<file path="src/rtl/uart_pkg.sv">
// uart_pkg: shared definitions for the UART receive path.
//   rx_state_t      - receiver FSM state encoding (legacy-compatible constants)
//   baud_cnt_width  - width of the baud down-counter for a given half-bit period
//   bit_idx_width   - width of the data-bit index for a given payload size
package uart_pkg;

  typedef logic [2:0] rx_state_t;

  localparam rx_state_t IDLE      = 3'd0;
  localparam rx_state_t START     = 3'd1;
  localparam rx_state_t DATA      = 3'd2;
  localparam rx_state_t PARITY    = 3'd3;
  localparam rx_state_t STOP      = 3'd4;
  localparam rx_state_t WAIT_IDLE = 3'd5;

  // The counter must hold a full bit period minus one (2*half - 1).
  function automatic int unsigned baud_cnt_width(input int unsigned clk_per_half_bit);
    return $clog2(2 * clk_per_half_bit);
  endfunction

  function automatic int unsigned bit_idx_width(input int unsigned data_bits);
    return $clog2(data_bits);
  endfunction

endpackage

</file>
<file path="src/rtl/sync_fifo.sv">
// sync_fifo: first-word-fall-through synchronous FIFO.
//   clk, rstn        - clock, synchronous active-low reset (empties the FIFO)
//   push, wdata      - write request and data
//   push_ok          - write accepted this cycle (not full, or full with a pop)
//   pop              - read request; ignored while empty
//   rdata, rvalid    - head entry and non-empty flag
//   count            - occupancy, 0..DEPTH
// DEPTH must be a power of two so the pointers wrap naturally.
module sync_fifo
#(
  parameter int unsigned WIDTH = 8,
  parameter int unsigned DEPTH = 16
) (
  input  logic                     clk,
  input  logic                     rstn,
  input  logic                     push,
  input  logic [WIDTH-1:0]         wdata,
  output logic                     push_ok,
  input  logic                     pop,
  output logic [WIDTH-1:0]         rdata,
  output logic                     rvalid,
  output logic [$clog2(DEPTH):0]   count
);

  localparam int unsigned PTR_W = $clog2(DEPTH);
  localparam logic [PTR_W:0] FULL = (PTR_W + 1)'(DEPTH);

  logic [WIDTH-1:0] mem_q [DEPTH];
  logic [PTR_W-1:0] wptr_q, rptr_q;
  logic [PTR_W:0]   count_q;
  logic             do_push, do_pop;

  assign do_pop  = pop && (count_q != '0);
  // A full FIFO still takes a write when the head leaves in the same cycle.
  assign do_push = push && ((count_q < FULL) || do_pop);

  always_ff @(posedge clk) begin
    if (!rstn) begin
      wptr_q  <= '0;
      rptr_q  <= '0;
      count_q <= '0;
    end else begin
      if (do_push) wptr_q <= wptr_q + 1'b1;
      if (do_pop)  rptr_q <= rptr_q + 1'b1;
      case ({do_push, do_pop})
        2'b10:   count_q <= count_q + 1'b1;
        2'b01:   count_q <= count_q - 1'b1;
        default: count_q <= count_q;
      endcase
    end
  end

  // Storage needs no reset; entries are only visible once written.
  always_ff @(posedge clk) begin
    if (do_push) mem_q[wptr_q] <= wdata;
  end

  assign push_ok = do_push;
  assign rdata   = mem_q[rptr_q];
  assign rvalid  = (count_q != '0);
  assign count   = count_q;

endmodule

</file>
<file path="src/rtl/uart_rx_fifo.sv">
// uart_rx_fifo: UART receiver with a built-in receive FIFO.
//   clk, rstn   - clock, synchronous active-low reset
//   rxd         - asynchronous serial input, idles high
//   rdata       - FIFO head, valid while rvalid is high
//   rvalid      - FIFO not empty
//   rready      - consumer accepts rdata; pop on rvalid && rready
//   count       - FIFO occupancy, 0..DEPTH
//   ferr        - one-cycle pulse: bad stop bit
//   perr        - one-cycle pulse: parity mismatch (constant 0 without parity)
//   overrun     - one-cycle pulse: good frame dropped because the FIFO was full
// Build option: define UART_RX_PARITY_EN to add a parity bit after the data
// bits; PARITY_ODD then selects odd (1) or even (0) parity.
module uart_rx_fifo
  import uart_pkg::*;
#(
  parameter int unsigned CLK_PER_HALF_BIT = 434,
  parameter int unsigned DATA_BITS        = 8,
  parameter int unsigned DEPTH            = 16,
  parameter int unsigned PARITY_ODD       = 0
) (
  input  logic                   clk,
  input  logic                   rstn,
  input  logic                   rxd,
  output logic [DATA_BITS-1:0]   rdata,
  output logic                   rvalid,
  input  logic                   rready,
  output logic [$clog2(DEPTH):0] count,
  output logic                   ferr,
  output logic                   perr,
  output logic                   overrun
);

  localparam int unsigned CNT_W = baud_cnt_width(CLK_PER_HALF_BIT);
  localparam int unsigned BIT_W = bit_idx_width(DATA_BITS);

  localparam logic [CNT_W-1:0] HALF_RELOAD = CNT_W'(CLK_PER_HALF_BIT - 1);
  localparam logic [CNT_W-1:0] FULL_RELOAD = CNT_W'(2 * CLK_PER_HALF_BIT - 1);
  localparam logic [BIT_W-1:0] LAST_BIT    = BIT_W'(DATA_BITS - 1);

  if (CLK_PER_HALF_BIT < 4 || DATA_BITS < 5 || DATA_BITS > 9 || DEPTH < 2 ||
      (DEPTH & (DEPTH - 1)) != 0 || PARITY_ODD > 1) begin : g_bad_cfg
    $error("uart_rx_fifo: unsupported parameter set");
  end

  // Input synchroniser; resets to the idle level so reset release is quiet.
  logic [1:0] sync_q;
  logic       rxs;

  always_ff @(posedge clk) begin
    if (!rstn) sync_q <= 2'b11;
    else       sync_q <= {sync_q[0], rxd};
  end

  assign rxs = sync_q[1];

  rx_state_t            state_q, state_d;
  logic [CNT_W-1:0]     cnt_q, cnt_d;
  logic [BIT_W-1:0]     bit_q, bit_d;
  logic [DATA_BITS-1:0] shreg_q, shreg_d;
  logic                 ferr_q, ferr_d;
  logic                 overrun_q;
  logic                 baud_tick;
  logic                 push, push_ok;

`ifdef UART_RX_PARITY_EN
  logic par_bad_q, par_bad_d;
  logic perr_q, perr_d;
`endif

  assign baud_tick = (cnt_q == '0);

  always_comb begin
    state_d = state_q;
    cnt_d   = cnt_q;
    bit_d   = bit_q;
    shreg_d = shreg_q;
    ferr_d  = 1'b0;
    push    = 1'b0;
`ifdef UART_RX_PARITY_EN
    par_bad_d = par_bad_q;
    perr_d    = 1'b0;
`endif
    case (state_q)
      IDLE: begin
        if (!rxs) begin
          cnt_d   = HALF_RELOAD;
          state_d = START;
        end
      end
      START: begin
        if (!baud_tick) begin
          cnt_d = cnt_q - 1'b1;
        end else if (rxs) begin
          // Line went back high before mid start bit: a glitch, not a frame.
          state_d = IDLE;
        end else begin
          cnt_d   = FULL_RELOAD;
          bit_d   = '0;
          state_d = DATA;
        end
      end
      DATA: begin
        if (!baud_tick) begin
          cnt_d = cnt_q - 1'b1;
        end else begin
          // LSB arrives first, so shift in from the top.
          shreg_d = {rxs, shreg_q[DATA_BITS-1:1]};
          cnt_d   = FULL_RELOAD;
          if (bit_q == LAST_BIT) begin
`ifdef UART_RX_PARITY_EN
            state_d = PARITY;
`else
            state_d = STOP;
`endif
          end else begin
            bit_d = bit_q + 1'b1;
          end
        end
      end
`ifdef UART_RX_PARITY_EN
      PARITY: begin
        if (!baud_tick) begin
          cnt_d = cnt_q - 1'b1;
        end else begin
          par_bad_d = (((^shreg_q) ^ rxs) != PARITY_ODD[0]);
          cnt_d     = FULL_RELOAD;
          state_d   = STOP;
        end
      end
`endif
      STOP: begin
        if (!baud_tick) begin
          cnt_d = cnt_q - 1'b1;
        end else if (!rxs) begin
          // Framing error wins over parity; wait out any break condition.
          ferr_d  = 1'b1;
          state_d = WAIT_IDLE;
        end
`ifdef UART_RX_PARITY_EN
        else if (par_bad_q) begin
          perr_d  = 1'b1;
          state_d = IDLE;
        end
`endif
        else begin
          push    = 1'b1;
          state_d = IDLE;
        end
      end
      WAIT_IDLE: begin
        if (rxs) state_d = IDLE;
      end
      default: state_d = IDLE;
    endcase
  end

  always_ff @(posedge clk) begin
    if (!rstn) begin
      state_q   <= IDLE;
      cnt_q     <= '0;
      bit_q     <= '0;
      shreg_q   <= '0;
      ferr_q    <= 1'b0;
      overrun_q <= 1'b0;
    end else begin
      state_q   <= state_d;
      cnt_q     <= cnt_d;
      bit_q     <= bit_d;
      shreg_q   <= shreg_d;
      ferr_q    <= ferr_d;
      overrun_q <= push && !push_ok;
    end
  end

`ifdef UART_RX_PARITY_EN
  always_ff @(posedge clk) begin
    if (!rstn) begin
      par_bad_q <= 1'b0;
      perr_q    <= 1'b0;
    end else begin
      par_bad_q <= par_bad_d;
      perr_q    <= perr_d;
    end
  end

  assign perr = perr_q;
`else
  assign perr = 1'b0;
`endif

  assign ferr    = ferr_q;
  assign overrun = overrun_q;

  sync_fifo #(
    .WIDTH(DATA_BITS),
    .DEPTH(DEPTH)
  ) u_fifo (
    .clk    (clk),
    .rstn   (rstn),
    .push   (push),
    .wdata  (shreg_q),
    .push_ok(push_ok),
    .pop    (rready),
    .rdata  (rdata),
    .rvalid (rvalid),
    .count  (count)
  );

endmodule

</file>
<file path="config.mk">
export PLATFORM = sky130hd
export DESIGN_NAME = uart_rx_fifo
export DESIGN_NICKNAME = d
export VERILOG_FILES = /design/src/rtl/uart_pkg.sv /design/src/rtl/sync_fifo.sv /design/src/rtl/uart_rx_fifo.sv
export SDC_FILE = /design/constraint.sdc
export NUM_CORES = 1
export LEC_CHECK = 0
export ABC_AREA = 1
export CAP_MARGIN = 20
export CELL_PAD_IN_SITES_DETAIL_PLACEMENT = 0
export CELL_PAD_IN_SITES_GLOBAL_PLACEMENT = 2
export CORE_MARGIN = 1.5
export CORE_UTILIZATION = 44
export DETAILED_ROUTE_END_ITERATION = 12
export PLACE_DENSITY = 0.89
export RECOVER_POWER = 25
export SYNTH_ARGS = -nofsm -noshare
export SYNTH_HDL_FRONTEND = slang
export SYNTH_SLANG_ARGS = --single-unit
</file>
<file path="constraint.sdc">
create_clock -name clk -period 4.8 [get_ports clk]
set_clock_uncertainty 0.05 [all_clocks]
set_input_delay 0.72 -clock clk [delete_from_list [all_inputs] [get_ports clk]]
set_output_delay 0.72 -clock clk [all_outputs]
set_load 0.05 [all_outputs]
</file>
Word level (Yosys, flattened, before mapping)
Memories as Yosys holds them, arrays and structs flattened. A register that Yosys moved wholly into a read port is not among the register bits.
Index checks and enable logic that the tools add are counted.
{ "totals": {"ff_bits": 41, "latch_bits": 0, "mem_bits_rw": 128, "mem_bits_ro": 0, "input_bits": 4, "output_inout_bits": 17, "wordCells": 80, "n_memories": 1} }
{ "mem_list": {"columns": ["memory", "depth", "width", "read_ports", "rd_ports_with_merged_regs", "wr", "line_no", "rtl"], "rows": [
  ["u_fifo.mem_q", 16, 8, 1, 1, 1, "sync_fifo.sv:28", "logic [WIDTH-1:0] mem_q [DEPTH];"]
]} }
{ "classes": {"n_addsub": 6, "multipliers": 0, "n_div": 0, "magnitude_cmp": 1, "n_eq_ne": 17, "shifts": 0, "n_mux": 29, "bitwise_logic": 0, "n_reduce_logical": 16} }
{ "op_table": {"columns": ["cell", "count"], "rows": [
  ["10-bit 2-to-1 mux", 5],
  ["10-bit case mux with 4 select lines", 1],
  ["3-bit 2-to-1 mux", 11],
  ["2-bit != test (second input constant)", 9],
  ["3-bit case mux with 5 select lines", 1],
  ["10-bit zero test", 1],
  ["5-bit case mux with 2 select lines", 1],
  ["10-bit by 1-bit subtractor with 10-bit output (second input constant)", 1],
  ["3-bit equality test (second input constant)", 3],
  ["4-bit by 1-bit adder with 4-bit output (second input constant)", 2],
  ["4-bit 2-to-1 mux", 2],
  ["1-bit 2-to-1 mux", 6],
  ["3-bit case mux with 2 select lines", 1],
  ["6-bit AND reduction", 1],
  ["5-bit by 1-bit adder with 5-bit output (second input constant)", 1],
  ["5-bit less-than comparator (second input constant)", 1],
  ["5-bit AND reduction", 1],
  ["5-bit nonzero test", 1],
  ["5-bit by 1-bit subtractor with 5-bit output (second input constant)", 1],
  ["4-bit AND reduction", 1],
  ["2-bit nonzero test", 2],
  ["4-bit nonzero test", 1],
  ["3-bit by 1-bit adder with 3-bit output (second input constant)", 1],
  ["3-bit by 1-bit equality test with 1-bit output (second input constant)", 1],
  ["11 further kinds", 13]
]} }

Logic depth before layout (Yosys ltp)
{ "logic_depth": {"ltp_word": 6, "mapped_depth": 17, "ltp_nobuf": 16} }

Cells and area by module
Synthesis repeated with hierarchy kept, for this count alone.
{ "unflattened": {"hier_cells": 751, "area_unflattened_um2": 7729.9} }
{ "by_module_without_submodules": {"columns": ["mod", "n_inst", "cells_each", "area_each_um2", "seq_area_each_um2"], "rows": [
  ["sync_fifo", 1, 545, 6193.4, 4184.0],
  ["uart_rx_fifo", 1, 206, 1536.5, 560.5]
]} }

Worst setup path before layout
No wires, ideal clock.
{ "synth_timing": {"kind": "flip-flop to flip-flop", "startpoint": "register u_fifo.count_q[1], in the netlist u_fifo.count[1]", "endpoint": "register u_fifo.count_q[4], in the netlist u_fifo.count[4]", "setup_ps": 133, "arrival_time_ps": 2638, "required_ps": 4617, "path_slack_ps": 1979, "path_stages_with_launch": 17, "path_buffers": 1, "synth_period_minus_slack_ps": 2821, "cell_sequence": "dfxtp_1 -> nor2_1 -> nand4_1 -> nand2_1 -> inv_1 -> ha_1 -> clkbuf_2 -> xor2_1 -> ha_1 -> inv_1 -> nand2_1 -> nand3_1 -> nand2_1 -> nand2_1 -> nand2_1 -> nand2_1 -> a21oi_1"} }
{ "synth_via": {"elab_chain_cells": 6, "word_cells_on_any_way": 11, "cone_classes": "add/sub (2); order compare (1); eq/ne (2); mux (1); reduce/logical (5)"} }
{ "synth_rtl": {"columns": ["item", "line_no", "rtl"], "rows": [
  ["from (decl)", "sync_fifo.sv:30", "logic [PTR_W:0] count_q;"],
  ["from (signal assigned)", "sync_fifo.sv:46", "2'b10: count_q <= count_q + 1'b1;"],
  ["from (signal assigned)", "sync_fifo.sv:47", "2'b01: count_q <= count_q - 1'b1;"],
  ["from (signal assigned)", "sync_fifo.sv:48", "default: count_q <= count_q;"],
  ["5-bit nonzero test *", null, null],
  ["net rvalid", "uart_rx_fifo.sv:25", "output logic rvalid,"],
  ["1-bit logical AND *", "sync_fifo.sv:33", "assign do_pop = pop && (count_q != '0);"],
  ["net u_fifo.do_pop", "sync_fifo.sv:31", "logic do_push, do_pop;"],
  ["1-bit logical OR", "sync_fifo.sv:35", "assign do_push = push && ((count_q < FULL) || do_pop);"],
  ["1-bit logical AND", "sync_fifo.sv:35", null],
  ["2-bit by 1-bit equality test with 1-bit output or 2-bit equality test (tied branches)", "sync_fifo.sv:45", "case ({do_push, do_pop})"],
  ["5-bit case mux with 2 select lines or 2-bit nonzero test (tied branches)", null, null]
]} }
The timed path passes the listed nets; every way through them passes the cells marked *.
A chain may end at the register's enable or synchronous reset.

==> flow_metrics.tcl <==
set metrics [dict create \
    root_buffer "clkbuf_16" \
    ys_seq_area_share_pct 63.4 \
    yosys_warnings 0 \
    slew_headroom_pct 30.3 \
    syn_inst 731 \
    io_pins 21 \
    cp_num_buf_inv 1 \
    maxSlewViolCount 0 \
    cts_tree "yes" \
    die_h_um 133 \
    critPathTopFamily "flip-flops" \
    synth_nets 747 \
    drive_gt1_share_pct 9.62 \
    cap_violations 0 \
    avgSynthCellArea_um2 10.2 \
    finalSetupViolations 0 \
    row_count 47 \
    hold_violations 0 \
    grt_pass1_vias 4870 \
    cts_hold_buf 0 \
    multi_input_area_um2 2410 \
    status "completed" \
    max_freq_ghz 0.263 \
    vias 5148 \
    p_leak_nw 3.06 \
    dieArea_um2 17800 \
    synth.distinct_cells 36 \
    worstSkewPairLatency_ns 0.43 \
    path_cells "o21ai_0 > o211ai_1 > nand3_1 > nand2_1 > clkdlybuf4s50_1" \
    final.setup.tns_ns 0 \
    clock_sinks 173 \
    hpwl_mm 10.2 \
    overflow 0 \
    synth.cell_area_um2 7480 \
    min_period_ns 3.80 \
    drt_pre_antenna_iters 5 \
    grt_max_degree 65 \
    gp_congestion 0.831 \
    drt_iter0_drc 362 \
    cts_setup_buffers 0 \
    synth_flop_cell "edfxtp_1" \
    worstPathMaxFanout 60 \
    postSynth.asyncResetShare_pct 0 \
    crit_type "reg -> out" \
    ys_ff_latch 173 \
    period_share_pct 79.1 \
    drc 0 \
    post_cts_resized 0 \
    seqCellArea_um2 4750 \
    core_um2 16600 \
    worstSetupEndpointType "output pin" \
    irDropWorstVdd_uv 534 \
    io_buffers 19 \
    cts_buffers 17 \
    final_common_cell "nor2_1" \
    final_cell_mix "181 x nor2_1, 128 x edfxtp_1, 96 x o21ai_0" \
    routedWlPerCell_um 16.3 \
    stdcell_area_um2 8450 \
    cts_buffer_depth 2 \
    grtUsageTotal_pct 18.8 \
    tightest_slew_ns 1.05 \
    areaGrowthSynthToFinish_pct 12.9 \
    drt_wl_total_mm 15.9 \
    hp-class "reg -> reg" \
    antenna_found_initial 0 \
    n_fill_cell 1498 \
    rsz0062_at_grt "false" \
    crit_arrival_ns 3.03 \
    start_util_pct 45.1 \
    p_per_area_nw_per_um2 586 \
    grt_pass1_wl_mm 25.6 \
    die_w_um 133 \
    final_nets 762 \
    clkTransAtPathRegs_ns 0.07 \
    place_area_um2 7860 \
    max_stage_delay_ns 1.02 \
    final_antenna_net_count 0 \
    critPathSlowestCell "dfxtp_2" \
    htree_levels 4 \
    vias_per_cell 5.26 \
    start_kind "flop" \
    diodes 0 \
    synth_edf_count 128 \
    required_ns 4.03 \
]
-- sequential cells by signal (all words and copies together) (netlist names), named ones only --
signal	count
u_fifo.count	5
u_fifo.rptr_q	4
overrun	1
sync_q	2
cnt_q	10
bit_q	3
u_fifo.wptr_q	4
shreg_q	8
state_q	3
u_fifo.mem_q	128
ferr	1
-- kinds of logic (layout without fill, tap and decap cells) --
| group | count (synthesis) | count (layout) | synth area share [%] |
|---|---|---|---|
| and+or+nand+nor | 310 | 310 | 18.2 |
| DFF | 173 | 173 | 63.4 |
| AOI/OAI and AO/OA | 146 | 146 | 11.1 |
| buffers and inverters | 82 | 110 | 4.38 |
| adders and majority gates | 12 | 12 | 2.01 |
| xor gates and xnor gates | 7 | 7 | 0.820 |
| other | 1 | 1 | 0.0501 |
-- synthesized netlist by cell type, drive strengths merged, types with 2 or more instances --
cell type | n | share of area [%]
a211oi | 2 | 0.20
buf | 14 | 0.94
or2 | 2 | 0.17
inv | 51 | 2.6
clkbuf | 15 | 0.77
ha | 12 | 2.0
nor3 | 5 | 0.47
xor2 | 7 | 0.82
o21ai | 98 | 6.6
o211ai | 32 | 3.2
edfxtp | 128 | 51
nor2 | 188 | 10
nand3 | 34 | 2.6
nand4 | 6 | 0.59
clkinv | 2 | 0.12
a21oi | 13 | 1.1
nand2 | 75 | 4.3
dfxtp | 45 | 12
-- per-stage QoR --
stage / hold WS, ns / util, % / setup WS (ns) / total power (W) / cells
floorplan: 0.343 / - / 1.98 / 0.00319 / 731
global placement: 0.349 / 47.4 / 1.49 / 0.00360 / 947
detailed placement: 0.352 / 47.4 / 1.42 / 0.00364 / 947
CTS: 0.368 / 50.9 / 0.958 / 0.00498 / 979
global route: 0.379 / 50.9 / 0.773 / 0.00528 / 979
finish: 0.364 / 50.9 / 1.00 / 0.00495 / 979
-- metal layers --
| layer | routed length (um) | vias to the layer above | share of wire, % | track usage, % |
|---|---|---|---|---|
| li1 | - | 2540 | - | - |
| met1 | 7510 | 2459 | 47 | 25.8 |
| met2 | 7460 | 125 | 47 | 29.8 |
| met3 | 657 | 24 | 4.1 | 3.58 |
| met4 | 318 | 0 | 2.0 | 7.00 |
| met5 | 0 | - | 0 | 0 |
-- layout make-up --
type                    instances  area share (%)
multi-input cells             476            28.5
inverters                      53            2.37
clock buffers                  21            5.84
flip-flops and latches        173            56.2
clock inverters                11            1.08
repair buffers                 25            2.78
well taps                     220            3.26
-- final timing paths --
path | from | end | slack [ns] | cells past startpoint
max | flop | rdata[6] | 1.00 | 5
min reg2reg | sync_q[0]$_SDFF_PN1_ | sync_q[1]$_SDFF_PN1_ | 0.36 | 1
min | sync_q[0]$_SDFF_PN1_ | sync_q[1]$_SDFF_PN1_ | 0.36 | 1
max reg2reg | cnt_q[0]$_SDFFE_PN0P_ | u_fifo.mem_q[9][4]$_DFFE_PP_ | 2.26 | 8
-- worst register-to-register path: cells and delay by family (launching register included) --
family	cells	cell delay, ns
adder cells (fa/ha/maj)	1	0.22
AND/OR/NAND/NOR	5	1.38
buffers and inverters	2	0.21
flip-flops	1	0.31
-- where the power goes --
part | total [W] | switching [W] | leakage [nW] | internal (W)
combinational | 0.00168 | 0.00113 | 1.25 | 0.000558
sequential | 0.00192 | 0.000190 | 1.51 | 0.00173
clock | 0.00135 | 0.000593 | 0.290 | 0.000752
total | 0.00495 | 0.00191 | 3.06 | 0.00304
Power figures use the tool's default switching activity.
